==> src/rtl/atualiza_tabuleiro_pkg.sv <==
// Shared types and tables for the ultimate tic-tac-toe board writer.
package jogo_pkg;

  typedef logic [1:0] cel_t;

  localparam cel_t VAZIA = 2'b00;
  localparam cel_t X     = 2'b01;
  localparam cel_t O     = 2'b10;
  localparam cel_t VELHA = 2'b11;

  // The 8 winning lines of a 3x3 board, row-major cell indices
  localparam logic [3:0] LINHAS [8][3] = '{
    '{4'd0, 4'd1, 4'd2}, '{4'd3, 4'd4, 4'd5}, '{4'd6, 4'd7, 4'd8},
    '{4'd0, 4'd3, 4'd6}, '{4'd1, 4'd4, 4'd7}, '{4'd2, 4'd5, 4'd8},
    '{4'd0, 4'd4, 4'd8}, '{4'd2, 4'd4, 4'd6}
  };

  typedef enum logic [2:0] {
    OCIOSO, VALIDA, GRAVA_MICRO, VERIFICA_MICRO,
    GRAVA_MACRO, VERIFICA_MACRO, FIM, INVALIDA
  } estado_t;

endpackage

==> src/rtl/atualiza_tabuleiro_if.sv <==
// Move request / macro read / status bundle of the board writer.
interface atualiza_tabuleiro_if;
  import jogo_pkg::*;

  logic       jogar;
  logic [3:0] end_macro;
  logic [3:0] end_micro;
  logic       jogador;
  logic [3:0] addr_leitura;
  cel_t       estado_leitura;
  logic       ocupado;
  logic       pronto;
  logic       jogada_invalida;
  cel_t       resultado_micro;
  logic       fim_jogo;
  cel_t       vencedor;

  modport master (
    output jogar, end_macro, end_micro, jogador, addr_leitura,
    input  estado_leitura, ocupado, pronto, jogada_invalida,
           resultado_micro, fim_jogo, vencedor
  );

  modport slave (
    input  jogar, end_macro, end_micro, jogador, addr_leitura,
    output estado_leitura, ocupado, pronto, jogada_invalida,
           resultado_micro, fim_jogo, vencedor
  );
endinterface

==> src/rtl/atualiza_tabuleiro_checa_linha.sv <==
// One line of three cells matches when every cell holds the given code.
module checa_linha
  import jogo_pkg::*;
(
  input  cel_t a,
  input  cel_t b,
  input  cel_t c,
  input  cel_t codigo,
  output logic casa
);
  assign casa = (a == codigo) && (b == codigo) && (c == codigo);
endmodule

==> src/rtl/atualiza_tabuleiro.sv <==
// Board writer: validates a move, writes the micro cell, scans the micro
// board, writes the macro result, then scans the macro board for game end.
module atualiza_tabuleiro
  import jogo_pkg::*;
(
  input logic clock,
  input logic reset,
  atualiza_tabuleiro_if.slave bus
);

  estado_t    est_q, est_d;
  cel_t       micro_q [9][9];
  cel_t       micro_d [9][9];
  cel_t       macro_q [9];
  cel_t       macro_d [9];
  logic [3:0] mac_q, mac_d, mic_q, mic_d;
  cel_t       cod_q, cod_d;
  logic [2:0] lin_q, lin_d;
  logic       vit_q, vit_d;
  logic       pronto_q, pronto_d, inv_q, inv_d, fim_q, fim_d;
  cel_t       res_q, res_d, venc_q, venc_d;

  logic [3:0] mac_i, mic_i;
  cel_t       c0, c1, c2;
  logic       casa, micro_cheio, macro_cheio;

  // Out-of-range addresses are clamped so array reads stay in bounds;
  // such moves are rejected before any write happens.
  assign mac_i = (mac_q > 4'd8) ? 4'd0 : mac_q;
  assign mic_i = (mic_q > 4'd8) ? 4'd0 : mic_q;

  // One line checker shared by both scans; the state selects the board
  always_comb begin
    if (est_q == VERIFICA_MICRO) begin
      c0 = micro_q[mac_i][LINHAS[lin_q][0]];
      c1 = micro_q[mac_i][LINHAS[lin_q][1]];
      c2 = micro_q[mac_i][LINHAS[lin_q][2]];
    end else begin
      c0 = macro_q[LINHAS[lin_q][0]];
      c1 = macro_q[LINHAS[lin_q][1]];
      c2 = macro_q[LINHAS[lin_q][2]];
    end
  end

  checa_linha u_linha (.a(c0), .b(c1), .c(c2), .codigo(cod_q), .casa(casa));

  // Fullness of the addressed micro board and of the macro board
  always_comb begin
    micro_cheio = 1'b1;
    macro_cheio = 1'b1;
    for (int i = 0; i < 9; i++) begin
      if (micro_q[mac_i][4'(i)] == VAZIA) micro_cheio = 1'b0;
      if (macro_q[4'(i)] == VAZIA)        macro_cheio = 1'b0;
    end
  end

  // Next-state logic of the move FSM and the board memories
  always_comb begin
    est_d    = est_q;
    micro_d  = micro_q;
    macro_d  = macro_q;
    mac_d    = mac_q;
    mic_d    = mic_q;
    cod_d    = cod_q;
    lin_d    = lin_q;
    vit_d    = vit_q;
    fim_d    = fim_q;
    venc_d   = venc_q;
    pronto_d = 1'b0;
    inv_d    = 1'b0;
    res_d    = VAZIA;
    case (est_q)
      OCIOSO: if (bus.jogar) begin
        mac_d = bus.end_macro;
        mic_d = bus.end_micro;
        cod_d = bus.jogador ? O : X;
        est_d = VALIDA;
      end
      VALIDA: begin
        if (mac_q > 4'd8 || mic_q > 4'd8 || macro_q[mac_i] != VAZIA ||
            micro_q[mac_i][mic_i] != VAZIA || fim_q)
          est_d = INVALIDA;
        else
          est_d = GRAVA_MICRO;
      end
      GRAVA_MICRO: begin
        micro_d[mac_i][mic_i] = cod_q;
        lin_d = 3'd0;
        vit_d = 1'b0;
        est_d = VERIFICA_MICRO;
      end
      VERIFICA_MICRO: begin
        if (casa) vit_d = 1'b1;
        lin_d = lin_q + 3'd1;
        if (lin_q == 3'd7) est_d = GRAVA_MACRO;
      end
      GRAVA_MACRO: begin
        macro_d[mac_i] = vit_q ? cod_q : (micro_cheio ? VELHA : VAZIA);
        lin_d = 3'd0;
        vit_d = 1'b0;
        est_d = VERIFICA_MACRO;
      end
      VERIFICA_MACRO: begin
        if (casa) vit_d = 1'b1;
        lin_d = lin_q + 3'd1;
        if (lin_q == 3'd7) est_d = FIM;
      end
      FIM: begin
        pronto_d = 1'b1;
        res_d    = macro_q[mac_i];
        if (vit_q) begin
          fim_d  = 1'b1;
          venc_d = cod_q;
        end else if (macro_cheio) begin
          fim_d  = 1'b1;
          venc_d = VELHA;
        end
        est_d = OCIOSO;
      end
      INVALIDA: begin
        inv_d = 1'b1;
        est_d = OCIOSO;
      end
      default: est_d = OCIOSO;
    endcase
  end

  // State registers; reset wipes both boards and the game result
  always_ff @(posedge clock) begin
    if (reset) begin
      est_q    <= OCIOSO;
      micro_q  <= '{default: VAZIA};
      macro_q  <= '{default: VAZIA};
      mac_q    <= '0;
      mic_q    <= '0;
      cod_q    <= VAZIA;
      lin_q    <= '0;
      vit_q    <= 1'b0;
      pronto_q <= 1'b0;
      inv_q    <= 1'b0;
      res_q    <= VAZIA;
      fim_q    <= 1'b0;
      venc_q   <= VAZIA;
    end else begin
      est_q    <= est_d;
      micro_q  <= micro_d;
      macro_q  <= macro_d;
      mac_q    <= mac_d;
      mic_q    <= mic_d;
      cod_q    <= cod_d;
      lin_q    <= lin_d;
      vit_q    <= vit_d;
      pronto_q <= pronto_d;
      inv_q    <= inv_d;
      res_q    <= res_d;
      fim_q    <= fim_d;
      venc_q   <= venc_d;
    end
  end

  assign bus.estado_leitura  = (bus.addr_leitura > 4'd8) ? VAZIA : macro_q[bus.addr_leitura];
  assign bus.ocupado         = (est_q != OCIOSO);
  assign bus.pronto          = pronto_q;
  assign bus.jogada_invalida = inv_q;
  assign bus.resultado_micro = res_q;
  assign bus.fim_jogo        = fim_q;
  assign bus.vencedor        = venc_q;

endmodule

==> src/flat_wrapper.sv <==
// flat-port wrapper written by rule: the top's interface ports become plain ports
module atualiza_tabuleiro_flat import jogo_pkg::*;
  (clock, reset, bus_jogar, bus_end_macro, bus_end_micro, bus_jogador, bus_addr_leitura, bus_estado_leitura, bus_ocupado, bus_pronto, bus_jogada_invalida, bus_resultado_micro, bus_fim_jogo, bus_vencedor);
  atualiza_tabuleiro_if bus_i ();
  input logic clock;
  input logic reset;
  input wire logic [$bits(bus_i.jogar)-1:0] bus_jogar;
  input wire logic [$bits(bus_i.end_macro)-1:0] bus_end_macro;
  input wire logic [$bits(bus_i.end_micro)-1:0] bus_end_micro;
  input wire logic [$bits(bus_i.jogador)-1:0] bus_jogador;
  input wire logic [$bits(bus_i.addr_leitura)-1:0] bus_addr_leitura;
  output wire logic [$bits(bus_i.estado_leitura)-1:0] bus_estado_leitura;
  output wire logic [$bits(bus_i.ocupado)-1:0] bus_ocupado;
  output wire logic [$bits(bus_i.pronto)-1:0] bus_pronto;
  output wire logic [$bits(bus_i.jogada_invalida)-1:0] bus_jogada_invalida;
  output wire logic [$bits(bus_i.resultado_micro)-1:0] bus_resultado_micro;
  output wire logic [$bits(bus_i.fim_jogo)-1:0] bus_fim_jogo;
  output wire logic [$bits(bus_i.vencedor)-1:0] bus_vencedor;
  assign bus_i.jogar = bus_jogar;
  assign bus_i.end_macro = bus_end_macro;
  assign bus_i.end_micro = bus_end_micro;
  assign bus_i.jogador = bus_jogador;
  assign bus_i.addr_leitura = bus_addr_leitura;
  assign bus_estado_leitura = bus_i.estado_leitura;
  assign bus_ocupado = bus_i.ocupado;
  assign bus_pronto = bus_i.pronto;
  assign bus_jogada_invalida = bus_i.jogada_invalida;
  assign bus_resultado_micro = bus_i.resultado_micro;
  assign bus_fim_jogo = bus_i.fim_jogo;
  assign bus_vencedor = bus_i.vencedor;
  atualiza_tabuleiro u_core (.clock(clock), .reset(reset), .bus(bus_i));
endmodule
==> config.mk <==
export PLATFORM = sky130hd
export DESIGN_NAME = atualiza_tabuleiro_flat
export DESIGN_NICKNAME = d
export VERILOG_FILES = /design/src/rtl/atualiza_tabuleiro_pkg.sv /design/src/rtl/atualiza_tabuleiro_if.sv /design/src/rtl/atualiza_tabuleiro_checa_linha.sv /design/src/rtl/atualiza_tabuleiro.sv /design/src/flat_wrapper.sv
export SDC_FILE = /design/constraint.sdc
export NUM_CORES = 1
export LEC_CHECK = 0
export CAP_MARGIN = 20
export CORE_UTILIZATION = 60
export CTS_CLUSTER_DIAMETER = 30
export CTS_CLUSTER_SIZE = 25
export DETAILED_ROUTE_END_ITERATION = 8
export PLACE_DENSITY = 0.89
export SYNTH_ARGS = -nofsm -noshare
export SYNTH_HDL_FRONTEND = slang
export SYNTH_SLANG_ARGS = --single-unit
==> constraint.sdc <==
create_clock -name clock -period 4 [get_ports clock]
set_input_delay 1 -clock clock [delete_from_list [all_inputs] [get_ports clock]]
set_output_delay 1 -clock clock [all_outputs]
set_load 0.02 [all_outputs]
==> reports/results.txt, run 1 <==
0 antenna diodes ended up in the layout. Measured along the y axis, the die boundary spans 139 um. The combined global-route utilization of all metal layers is 0.352, and the post-layout net count is 1478. For this design the top-level I/O count stands at 26. In the routed design, unresolved DRC markers number 3. The run gives 10.9k as the number of global-route vias before repair. The first global-routing pass estimated 54.9 mm of wire. The number of core rows came out at 49. The H-tree depth reported by CTS came out at 2.

Type of the worst setup path: input port to output pin. For the worst setup path, the data required time is 3.00 ns. Of all nets on the critical path, the largest fanout is 3.

The count of endpoints failing hold in the final timing report was 0. TritonCTS built the clock tree. Slowest library cell on the worst path: sky130_fd_sc_hd__clkdlybuf4s50_1. The logs give 0 ns for the sum of negative setup slack and 0 for the number of buffers inserted to repair setup after CTS. Summed over all layers, the global routing overflow is 0.

The routed layout has 11.6k vias. The total power density per cell area came out at 592 nW/um^2. After detailed routing, the number of vias per cell comes to 6.74.

The path class of the lowest-slack min-delay path is flop to flop. The signal arrival time at the worst endpoint is 2.78 ns, and the placer's final routability congestion estimate is 0.959. The synthesized netlist net count is 1501. The final reports fail on design-rule violations. The synthesized flop and latch total is 204. The synthesized design contains 0 enable-type register cells.

In this run the deepest clock path goes through 3 buffers. Hold path endpoint: u_core.micro_q[58]. In the final routed layout, each cell accounts on average for 19.9 um. For the finished layout, the period the worst path requires is 3.78 ns.

Clock tree synthesis selected as its root buffer the cell sky130_fd_sc_hd__clkbuf_16. The clock input transition at the sequential cells of the worst setup and hold paths came out at 0.05 ns. Traced cell by cell, the critical path runs through clkdlybuf4s50_1, nor4b_1, nand2_1, o21ai_0, clkdlybuf4s50_1. On the final layout, the worst clock skew is 0.0192 ns. The async set-or-reset flop fraction in the synthesized netlist was 0.

After detailed routing, the total wire length is 34.3 mm. After technology mapping, the gate count stands at 1480. The most prevalent standard cell on the critical path was sky130_fd_sc_hd__clkdlybuf4s50_1.

The tools report the maximum number of pins on one net before global-route repair as 116. The count of placed standard cells in the final layout, fillers left out came out at 1718. The startpoint identified for the worst register-to-register timing path is u_core.mac_q[3].

The area growth from synthesis to final layout was 15.8%; the detailed-router iteration count before antenna repair was 9. The run gives 0.363 as the sequential cell area fraction in the yosys report. At the pin with the least slew margin, the transition time is 1.02 ns. For the initial core utilization, the log shows 0.620.

STA classifies the critical path startpoint as an input port. The flip-flop cell with the highest count after synthesis was sky130_fd_sc_hd__dfxtp_1. The worst hold path was traced through 2 stages. The capturing element type of the critical path is an output pin. The number of max-slew violations in the final report was 0. The proportion of layout cells with a drive suffix above 1 is 0.113, and the full die area is 19300 um^2. The count of buffers from port buffering works out to 25. The initial antenna violation count came out at 0.

The area of the mapped netlist is 11200 um^2, and the mean area per synthesized cell is 7.60 um^2. The detail route stage leaves a number of antenna-violating nets equal to 0. The fraction of the cycle the final worst path needs was 0.946.

Post-placement cell count: 1642. The worst hold path begins at u_core.micro_q[58]. The tools report the leakage power of the design as 4.28 nW.

The clock sink total is 204. For this design, the CTS-stage hold fixing added 0 buffers. Across the run, the number of max-cap violations was 0. The run gives 41 as the number of buffers inserted during clock tree synthesis. In this run, distinct cell masters in the synthesized netlist total 75.

The worst register-to-register path ends at u_core.est_q[2]. For the number of DRC markers after the initial detailed-route iteration, the log shows 1617. Counting cells, the worst reg-to-reg path comes to 9. The clock reaches the later pin of the worst-skew pair after 0.52 ns. In this design, the stage delay of the slowest critical-path cell is 0.65 ns. The highest clock rate is 264 MHz. Setup repair after global routing left no endpoint under its margin. The run gives 0.323 as the headroom to the max-slew limit.

IR analysis of the VDD net gives a maximum drop of 0.381 mV. Setup violations remaining at the end of the flow were counted as 0. The area of the placeable core is 18100 um^2. During synthesis, Yosys emitted a total of 0 warnings.

Once detailed placement completed, the half-perimeter wirelength came to 21.2 mm. The die is 139 um wide. The count of filler cells inserted in the layout is 1308, and the worst setup slack for register-to-register paths is 0.36 ns. The flow ran to the end, but the final reports show violations.
==> cell usage after synthesis, drive strengths merged (3+ instances only) <==
library cell  count  share of area
a2111oi           3         0.0029
a211o             4         0.0031
a211oi           18          0.013
a21oi           209          0.093
a221oi            5         0.0044
a22oi             8         0.0053
a31oi             3         0.0017
a32oi             4         0.0031
and2             10         0.0056
and3              6         0.0033
buf              34          0.019
clkbuf          102          0.034
dfxtp           204           0.36
ha                5         0.0056
inv              11         0.0037
mux2i            72          0.064
mux4             24          0.048
nand2           298          0.099
nand2b           14         0.0078
nand3           157          0.070
nand3b           10         0.0067
nand4            11         0.0061
nor2             90          0.030
nor2b            17         0.0095
nor3             40          0.018
nor3b             3         0.0020
nor4              7         0.0039
nor4b             7         0.0073
o211ai            7         0.0047
o21ai            27          0.012
o22ai            12         0.0067
o31ai             4         0.0027
or2               5         0.0028
or3               3         0.0017
xnor2             4         0.0031
==> registers in the layout, indices dropped and copies added (netlist names) <==
register and count:
u_core.lin_q 3, u_core.bus.resultado_micro 2, u_core.micro_q 162, u_core.mic_q 4, u_core.vit_q 1, u_core.cod_q 2
u_core.bus.pronto 1, u_core.macro_q 18, u_core.est_q 3, u_core.bus.fim_jogo 1, u_core.bus.jogada_invalida 1, u_core.mac_q 4
u_core.bus.vencedor 2
==> routing by layer <==
| metal | share of wire | GRT usage |
|---|---|---|
| met1 | 0.37 | 0.432 |
| met5 | 0 | 0 |
| met2 | 0.46 | 0.567 |
| met3 | 0.12 | 0.0756 |
| met4 | 0.056 | 0.217 |
==> through the flow <==
step	hold WS (ns)	instance area (um^2)	util	power, mW	setup slack, ns
after floorplan	0.427	11200	-	3.71	0.789
after global placement	0.438	11600	0.641	4.23	0.0780
after detailed placement	0.443	11600	0.641	4.27	0.0375
after CTS	0.448	13000	0.717	7.63	0.0279
after global routing	0.467	13000	0.718	7.97	0.139
final	0.446	13000	0.718	7.71	0.216
==> kinds of logic (layout without fill, tap and decap cells) <==
group	Yosys count	after routing	synth area share
XOR/XNOR	6	6	0.00467
AND/OR/NAND/NOR	687	687	0.281
flip-flops	204	204	0.363
multiplexers	98	98	0.114
adder cells (fa/ha/maj)	5	5	0.00556
buffers and inverters	148	157	0.0573
AO/OA/AOI/OAI	332	332	0.174
==> worst max path at each step <==
stage / to / slack (ns) / start
5_1_grt: bus_estado_leitura[1] / 0.14 / bus_addr_leitura[2]
3_5_place_dp: bus_estado_leitura[0] / 0.04 / bus_addr_leitura[0]
2_1_floorplan: u_core.vit_q / 0.79 / u_core.lin_q[0]
6_report: bus_estado_leitura[0] / 0.22 / bus_addr_leitura[2]
4_1_cts: bus_estado_leitura[0] / 0.03 / bus_addr_leitura[0]
3_3_place_gp: bus_estado_leitura[0] / 0.08 / bus_addr_leitura[0]
==> final cells by class <==
type | count | area (um^2) | share of cell area
repair buffers | 70 | 646 | 0.0496
inverters | 12 | 45.0 | 0.00346
well taps | 229 | 287 | 0.0220
clock inverters | 22 | 239 | 0.0184
flip-flops and latches | 204 | 4090 | 0.314
clock buffers | 53 | 1130 | 0.0870
multi-input cells | 1128 | 6580 | 0.505
==> power by group <==
group	internal (mW)	switching, mW	total (mW)
combinational	0.706	1.29	2.00
sequential	2.10	0.261	2.36
clock	2.25	1.11	3.36
==> timing repair <==
action,CTS,global route
hold endpoints to repair,0,0
resized for setup,0,1
setup endpoints to repair,0,2
==> critical path, delay by kind of cell <==
| family | cells | cell delay (ns) |
|---|---|---|
| buffers and inverters | 2 | 1.13 |
| AOI/OAI and AO/OA | 1 | 0.12 |
| and+or+nand+nor | 2 | 0.54 |
==> cell usage in the layout (no fill, tap or decap), types with 5 or more instances in the layout <==
cell type,instances
sky130_fd_sc_hd__nand2_1,298
sky130_fd_sc_hd__a21oi_1,209
sky130_fd_sc_hd__dfxtp_1,200
sky130_fd_sc_hd__nand3_1,157
sky130_fd_sc_hd__nor2_1,84
sky130_fd_sc_hd__mux2i_1,72
sky130_fd_sc_hd__clkbuf_16,42
sky130_fd_sc_hd__buf_4,40
sky130_fd_sc_hd__nor3_1,38
sky130_fd_sc_hd__mux4_2,24
sky130_fd_sc_hd__o21ai_0,24
sky130_fd_sc_hd__clkdlybuf4s50_1,23
sky130_fd_sc_hd__nor2b_1,17
sky130_fd_sc_hd__a211oi_1,16
sky130_fd_sc_hd__nand2b_1,14
sky130_fd_sc_hd__o22ai_1,12
sky130_fd_sc_hd__inv_1,11
sky130_fd_sc_hd__nand4_1,11
sky130_fd_sc_hd__clkinv_2,11
sky130_fd_sc_hd__nand3b_1,10
sky130_fd_sc_hd__and2_1,9
sky130_fd_sc_hd__a22oi_1,8
sky130_fd_sc_hd__o211ai_1,7
sky130_fd_sc_hd__clkbuf_1,7
sky130_fd_sc_hd__nor2_2,6
sky130_fd_sc_hd__and3_1,6
sky130_fd_sc_hd__nor4_1,5
sky130_fd_sc_hd__ha_1,5
Note: power is estimated with default switching activity, not from simulation.
==> run 2, diff against run 1 <==
--- a/config.mk
+++ b/config.mk
@@ -6,6 +6,7 @@
 export NUM_CORES = 1
 export LEC_CHECK = 0
 export CAP_MARGIN = 20
+export CORE_MARGIN = 2
 export CORE_UTILIZATION = 60
 export CTS_CLUSTER_DIAMETER = 30
 export CTS_CLUSTER_SIZE = 25
==> run 2 against run 1 <==
The flow now finishes without violations. Setup slack lost 0.032 ns. Final cell count grew 0.99%. Largest cell class unchanged. Via count grew 0.48%. Sequential power is essentially flat. Clock skew is essentially flat. Combinational power grew 3%. Hold slack gained 0.0066 ns. Critical path depth is the same. Clock-buffer cell count shrank 1. Clock power grew 5%. Final area grew 1.0%.
==> reports/results.txt, run 2 (synthesis gave the netlist of run 1 again) <==
The run gives 26 (unchanged) as the I/O pin count. The most common cell after layout, fill and taps aside was sky130_fd_sc_hd__nand2_1. The count of endpoints failing hold in the final timing report is 0 (unchanged), and the data required time at the worst endpoint is 3.00 ns (about the same). Area growth from synthesis to final layout: 17.0%. The tools report the number of core rows as 50 (+2.0%). Worst slack on hold paths: 0.453 ns (+0.00658 ns). The tools report the maximum buffer depth of the clock tree as 3 (unchanged). The post-layout net count is 1488 (+0.68%), and the HPWL reported at the end of detailed placement is 21.6 mm (+1.8%). The type of the worst setup path is input port to output pin. The post-placement cell count came out at 1656 (+0.85%). The first-pass GRT wire length is 55.9 mm (+1.8%), and the detail-routed via count per cell is 6.70 (-0.51%). The largest clock skew in the final design came out at 0.0196 ns (+0.000351 ns).

Via count: 11.6k (+0.48%). The H-tree depth reported by CTS is 2 (unchanged). The number of global-route vias before repair is 11.0k (+0.49%). Root cell of the clock tree: sky130_fd_sc_hd__clkbuf_16. The count of buffers from port buffering is 25 (unchanged), and the number of max-slew violations in the final report is 0 (unchanged). The clock input transition at the sequential cells of the worst setup and hold paths is 0.05 ns (about the same), and the largest fanout of any net on the critical path is 5 (+2). The clock latency on the worst-skew pair is 0.53 ns (about the same).

The worst setup slack for register-to-register paths was 0.21 ns (-0.15 ns). The tightest min-delay check is of the flop to flop type. The count of hold buffers inserted by post-cts repair is 0 (unchanged). The number of setup violations in the final report was 0 (unchanged). The run finished with clean final reports. For the number of diodes, the log shows 0 (unchanged). The run gives 0.969 (+0.97%) as the placer's final routability congestion estimate.

The number of flip-flops under the largest register name is 162 (unchanged), and the leakage power of the design is 4.32 nW (+1.1%). The run gives 6 (-3) as the detailed-router iteration count before antenna repair. The largest registers in the layout are u_core.micro_q: 162 flops, u_core.macro_q: 18 flops. For the sum of negative setup slack, the log shows 0 ns (unchanged). The run gives 262 MHz (-0.84%) as the highest clock rate. The logs give 0.184 ns (-0.0321 ns) for the post-layout worst setup margin and 43 (+4.9%) for the number of buffers inserted during clock tree synthesis.

The full die area came out at 19900 um^2 (+2.9%). The largest voltage drop on the vdd net is 0.319 mV (-16%). For the total DRC errors in the routed layout, the log shows 0 (-3). Die extent in x: 141 um (+1.4%).

The clock sink total is 204 (unchanged), and the vertical extent of the die is 141 um (+1.4%). In the layout the commonest cells are sky130_fd_sc_hd__nand2_1 (298), sky130_fd_sc_hd__a21oi_1 (209), sky130_fd_sc_hd__dfxtp_1 (200). The largest register by flop count was u_core.micro_q.

The proportion of layout cells with a drive suffix above 1 is 0.123 (+0.00909), and the headroom to the max-slew limit is 0.304 (-0.0193). The sum of routed wire length over all layers came out at 35.2 mm (+2.7%). The total grt overflow came out at 0 (unchanged). Signal arrival time at the worst endpoint: 2.82 ns (+0.04 ns). The tools report the number of DRC markers after the initial detailed-route iteration as 1529 (-5.4%). The worst setup path is captured at an output pin. The actual slew at the worst max-slew pin was 1.04 ns (+0.0290 ns).

The final antenna-violating net count came out at 0 (unchanged). The initial antenna violation count came out at 0 (unchanged). STA classifies the critical path startpoint as an input port. For the count of placed standard cells in the final layout, fillers left out, the log shows 1735 (+0.99%). The initial core utilization is 0.607 (-0.0124). The tools report the post-layout total power as 7.93 mW (+2.8%). The area of the placeable core was 18500 um^2 (+2.0%).

Setup repair after global routing left no endpoint under its margin. The tools report the number of buffers inserted to repair setup after CTS as 0 (unchanged). TritonCTS built the clock tree. The total power density per cell area was 603 nW/um^2 (+1.8%); the fraction of the cycle the final worst path needs was 0.954 (+0.00802). For the maximum number of pins on one net before global-route repair, the log shows 90 (-22%). The tools report the minimum setup slack after placement as 0.00398 ns (-0.0336 ns). The shortest period the worst path allows was 3.82 ns (+0.0321 ns); the average wire length per cell after detail routing was 20.3 um (+1.7%). The combined global-route utilization of all metal layers came out at 0.349 (-0.00337).

The number of maximum-capacitance violations is 0 (unchanged).
run 2: changes by cell type in the layout (fill, tap and decap cells not counted), moves of 2 or more:
cell                         before  now
sky130_fd_sc_hd__clkbuf_1         7    5
sky130_fd_sc_hd__clkinv_2        11    9
sky130_fd_sc_hd__clkinvlp_4       4   10
sky130_fd_sc_hd__clkbuf_16       42   44
sky130_fd_sc_hd__buf_12           4    2
sky130_fd_sc_hd__buf_4           40   51
run 2: final cells by class:
type                       instances  area, um^2
sequential                       204        4090
fill                            1375        5370
clock inverter                    27         297
multi-input combinational       1128        6590
tap                              234         293
clock buffer                      52        1160
timing repair buffer              78         677
inverter                          12        45.0
run 2: per-stage QoR:
step	util	cell area (um^2)
detailed placement	0.631	11700
floorplan	-	11200
CTS	0.710	13100
finish	0.710	13200
global placement	0.631	11700
global route	0.710	13200
run 2: path summary, 6_finish.rpt:
check,from,end,depth (start not counted)
max,bus_addr_leitura[1],bus_estado_leitura[1],5
min,u_core.micro_q[113],u_core.micro_q[113],2
max reg2reg,u_core.mac_q[0],u_core.est_q[0],9
min reg2reg,u_core.micro_q[113],u_core.micro_q[113],2
run 2: critical path: stages:
cell and delay [ns]:
sky130_fd_sc_hd__clkdlybuf4s50_1 0.59, sky130_fd_sc_hd__mux4_2 0.36, sky130_fd_sc_hd__mux2i_1 0.21, sky130_fd_sc_hd__o21ai_0 0.11, sky130_fd_sc_hd__clkdlybuf4s50_1 0.54
run 2: power by group:
part | leakage (nW) | switching [mW] | internal [mW]
Sequential | 1.65 | 0.246 | 2.10
Clock | 0.687 | 1.19 | 2.33
Combinational | 1.99 | 1.34 | 0.717
Total | 4.32 | 2.78 | 5.15
run 2: repair_timing:
item / 4_1_cts / 5_1_grt
setup endpoints to repair: 0 / 2
endpoints found under the hold margin: 0 / 0
gates resized for setup: 0 / 2
run 2: metal layers:
metal  part of all wire  track usage
met5                  0            0
met4              0.052        0.189
met3               0.11       0.0744
met2               0.46        0.553
met1               0.38        0.446
==> run 3, diff against run 2 <==
--- a/config.mk
+++ b/config.mk
@@ -11,7 +11,8 @@
 export CTS_CLUSTER_DIAMETER = 30
 export CTS_CLUSTER_SIZE = 25
 export DETAILED_ROUTE_END_ITERATION = 8
-export PLACE_DENSITY = 0.89
+export DONT_BUFFER_PORTS = 1
+export PLACE_DENSITY = 0.88
 export SYNTH_ARGS = -nofsm -noshare
 export SYNTH_HDL_FRONTEND = slang
 export SYNTH_SLANG_ARGS = --single-unit
==> run 3 against run 2 <==
Setup slack gained 0.12 ns. Critical endpoint is now u_core.vit_q. Non-clock buffer count shrank 28. Flip-flop and latch count is the same. Via count shrank 2.4%. Combinational power shrank 8%. Critical path type is now flop to flop. First-iteration DRC count shrank 8.3%. Sequential power grew 2%. Clock power shrank 8.2%.
==> reports/results.txt, run 3 (synthesis gave the netlist of run 1 again) <==
The run gives 0.52 ns (about the same) as the clock latency on the worst-skew pair. The maximum buffer depth of the clock tree is 3 (unchanged), and the fraction of the cycle the final worst path needs is 0.925 (-0.0293). The tools report the data required time at the worst endpoint as 4.46 ns (+1.46 ns). The sum of routed wire length over all layers was 34.9 mm (-0.81%); the clock input transition at the sequential cells of the worst setup and hold paths was 0.05 ns (about the same).

The average wire length per cell after detail routing came out at 20.5 um (+1.2%). The tools report the post-cts resize count as 0 (unchanged). The nature of the critical path startpoint was a flop. The area taken by multi-input logic gates was 6580 um^2 (about the same).

The die extent in x was 141 um (unchanged); the number of maximum-capacitance violations was 0 (unchanged). The beginning of the worst hold path is u_core.micro_q[94]. The initial antenna violation count came out at 0 (unchanged). The run gives 4.16 nW (-3.8%) as the leakage power of the design. The post-layout net count is 1457 (-2.1%), and the actual slew at the worst max-slew pin is 1.05 ns (+0.00160 ns).

The run gives 0 (unchanged) as the number of diodes. The vertical extent of the die was 141 um (unchanged). The number of buffers inserted to repair setup after CTS is 0 (unchanged), and the first-pass GRT wire length is 55.6 mm (-0.53%). The largest registers in the layout are u_core.micro_q: 162 flops, u_core.macro_q: 18 flops. The tools report the root cell of the clock tree as sky130_fd_sc_hd__clkbuf_16. Traced cell by cell, the critical path runs through inv_1, ha_1, clkinv_1, nor2_1, a21oi_1, buf_4, mux2i_1, mux4_2, nor2_1, a21oi_1, a211o_1, a211oi_1, o21a_1.

The count of hold buffers inserted by post-cts repair came out at 0 (unchanged). Number of flip-flops under the largest register name: 162 (unchanged). The number of core rows was 50 (unchanged). The proportion of layout cells with a drive suffix above 1 was 0.116 (-0.00670); the initial core utilization was 0.607 (unchanged). Via count: 11.3k (-2.4%). Number of setup violations in the final report: 0 (unchanged).

In the layout the commonest cells are sky130_fd_sc_hd__nand2_1 (298), sky130_fd_sc_hd__a21oi_1 (209), sky130_fd_sc_hd__dfxtp_1 (200). For the final core utilization, the log shows 0.688 (-0.0218). The worst hold path belongs to the class flop to flop. From synthesis to final layout, the design area changed by 13.4%. Ranked by flip-flop count, first place goes to u_core.micro_q. The detail-routed via count per cell works out to 6.67 (-0.46%).

The largest voltage drop on the vdd net came out at 0.335 mV (+5.2%). Total grt overflow: 0 (unchanged). The clock sink total was 204 (unchanged); the number of buffers inserted during clock tree synthesis was 40 (-7.0%). The area used by sequential logic in the layout is 4090 um^2 (unchanged), and the number of global-route vias before repair is 10.7k (-2.9%). The largest clock skew in the final design is 0.0158 ns (-0.00376 ns). The flow ran to the end, and the final reports show no timing, DRC or antenna violations. Setup repair after global routing left no endpoint under its margin. The full die area came out at 19900 um^2 (unchanged).

For the area of the placeable core, the log shows 18500 um^2 (unchanged). Largest fanout of any net on the critical path: 13 (+8). The tools report the final antenna-violating net count as 0 (unchanged). The number of DRC markers after the initial detailed-route iteration came out at 1402 (-8.3%). The tools report the worst slack on hold paths as 0.451 ns (-0.00218 ns). Leaving out fill and tap cells, the most frequent cell in the layout is sky130_fd_sc_hd__nand2_1. TritonCTS built the clock tree. The I/O pin count came out at 26 (unchanged). The sum of negative setup slack was 0 ns (unchanged); the shortest period the worst path allows was 3.70 ns (-0.117 ns).

The highest clock rate was 270 MHz (+3.2%). Slowest library cell on the worst path: sky130_fd_sc_hd__ha_1. The signal arrival time at the worst endpoint was 4.16 ns (+1.34 ns); the placer's final routability congestion estimate was 1.02 (+5.6%). The launch point of the worst reg-to-reg path is u_core.lin_q[0]. Count of buffers from port buffering: 0 (-100%).

The combined global-route utilization of all metal layers came out at 0.347 (-0.00147). The post-layout total power was 7.52 mW (-5.1%). Capturing element type of the critical path: a flop. For the H-tree depth reported by CTS, the log shows 2 (unchanged). Maximum number of pins on one net before global-route repair: 203 (+130%). The critical path is of the flop to flop type.

The biggest cell delay along the critical path came out at 0.63 ns (+0.04 ns). The number of max-slew violations in the final report is 0 (unchanged). The total power density per cell area is 590 nW/um^2 (-2.1%), and the total DRC errors in the routed layout is 0 (unchanged).

The count of filler cells inserted in the layout was 1381 (+0.44%); the HPWL reported at the end of detailed placement was 22.6 mm (+4.7%). The count of endpoints failing hold in the final timing report was 0 (unchanged). The source of the critical timing path is u_core.lin_q[0]. The run gives 7 (+1) as the detailed-router iteration count before antenna repair. The headroom to the max-slew limit is 0.303 (-0.00107).
## run 3: changes by cell type in the layout (fill, tap and decap cells not counted), moves of 3 or more
| cell | previous run | this run |
|---|---|---|
| sky130_fd_sc_hd__clkdlybuf4s50_1 | 23 | 0 |
| sky130_fd_sc_hd__clkbuf_8 | 3 | 10 |
| sky130_fd_sc_hd__clkbuf_1 | 5 | 8 |
| sky130_fd_sc_hd__clkbuf_16 | 44 | 41 |
| sky130_fd_sc_hd__clkinv_2 | 9 | 3 |
| sky130_fd_sc_hd__bufinv_16 | 4 | 1 |
| sky130_fd_sc_hd__clkinvlp_4 | 10 | 5 |
## run 3: metrics by stage
stage	worst slack (ns)	instances	instance area, um^2
floorplan	0.789	1480	11200
detailed placement	0.390	1628	11400
global route	0.0463	1701	12700
finish	0.301	1701	12700
global placement	0.427	1628	11400
CTS	0.352	1701	12700
## run 3: report_power, final
group          switching, mW  internal (mW)
clock network           1.11           2.14
registers              0.289           2.10
logic                   1.22          0.673
total                   2.62           4.91
## run 3: worst paths after layout
| kind | cells after the start | slack [ns] | to |
|---|---|---|---|
| max | 13 | 0.30 | u_core.vit_q |
| min | 2 | 0.45 | u_core.micro_q[94] |
| max reg2reg | 13 | 0.30 | u_core.vit_q |
| min reg2reg | 2 | 0.45 | u_core.micro_q[94] |
## run 3: cell type report
cell class / instances / share of cell area
multi-input combinational: 1128 / 0.516
sequential: 204 / 0.321
clock buffer: 59 / 0.0936
timing repair buffer: 50 / 0.0304
tap: 234 / 0.0230
clock inverter: 14 / 0.0122
inverter: 12 / 0.00353
## run 3: critical path, delay by kind of cell (launching register included)
kind / cells / cell delay, ns
DFF: 1 / 0.58
adders and majority gates: 1 / 0.63
muxes: 2 / 0.64
buffers and inverters: 3 / 0.64
and+or+nand+nor: 2 / 0.34
AOI/OAI and AO/OA: 5 / 0.83
## run 3: metal layers
layer,global-route usage,routed length [um],vias up
li1,-,-,5165
met1,0.448,13700,5341
met2,0.554,16000,705
met3,0.0825,3590,137
met4,0.161,1530,0
met5,0,0,-
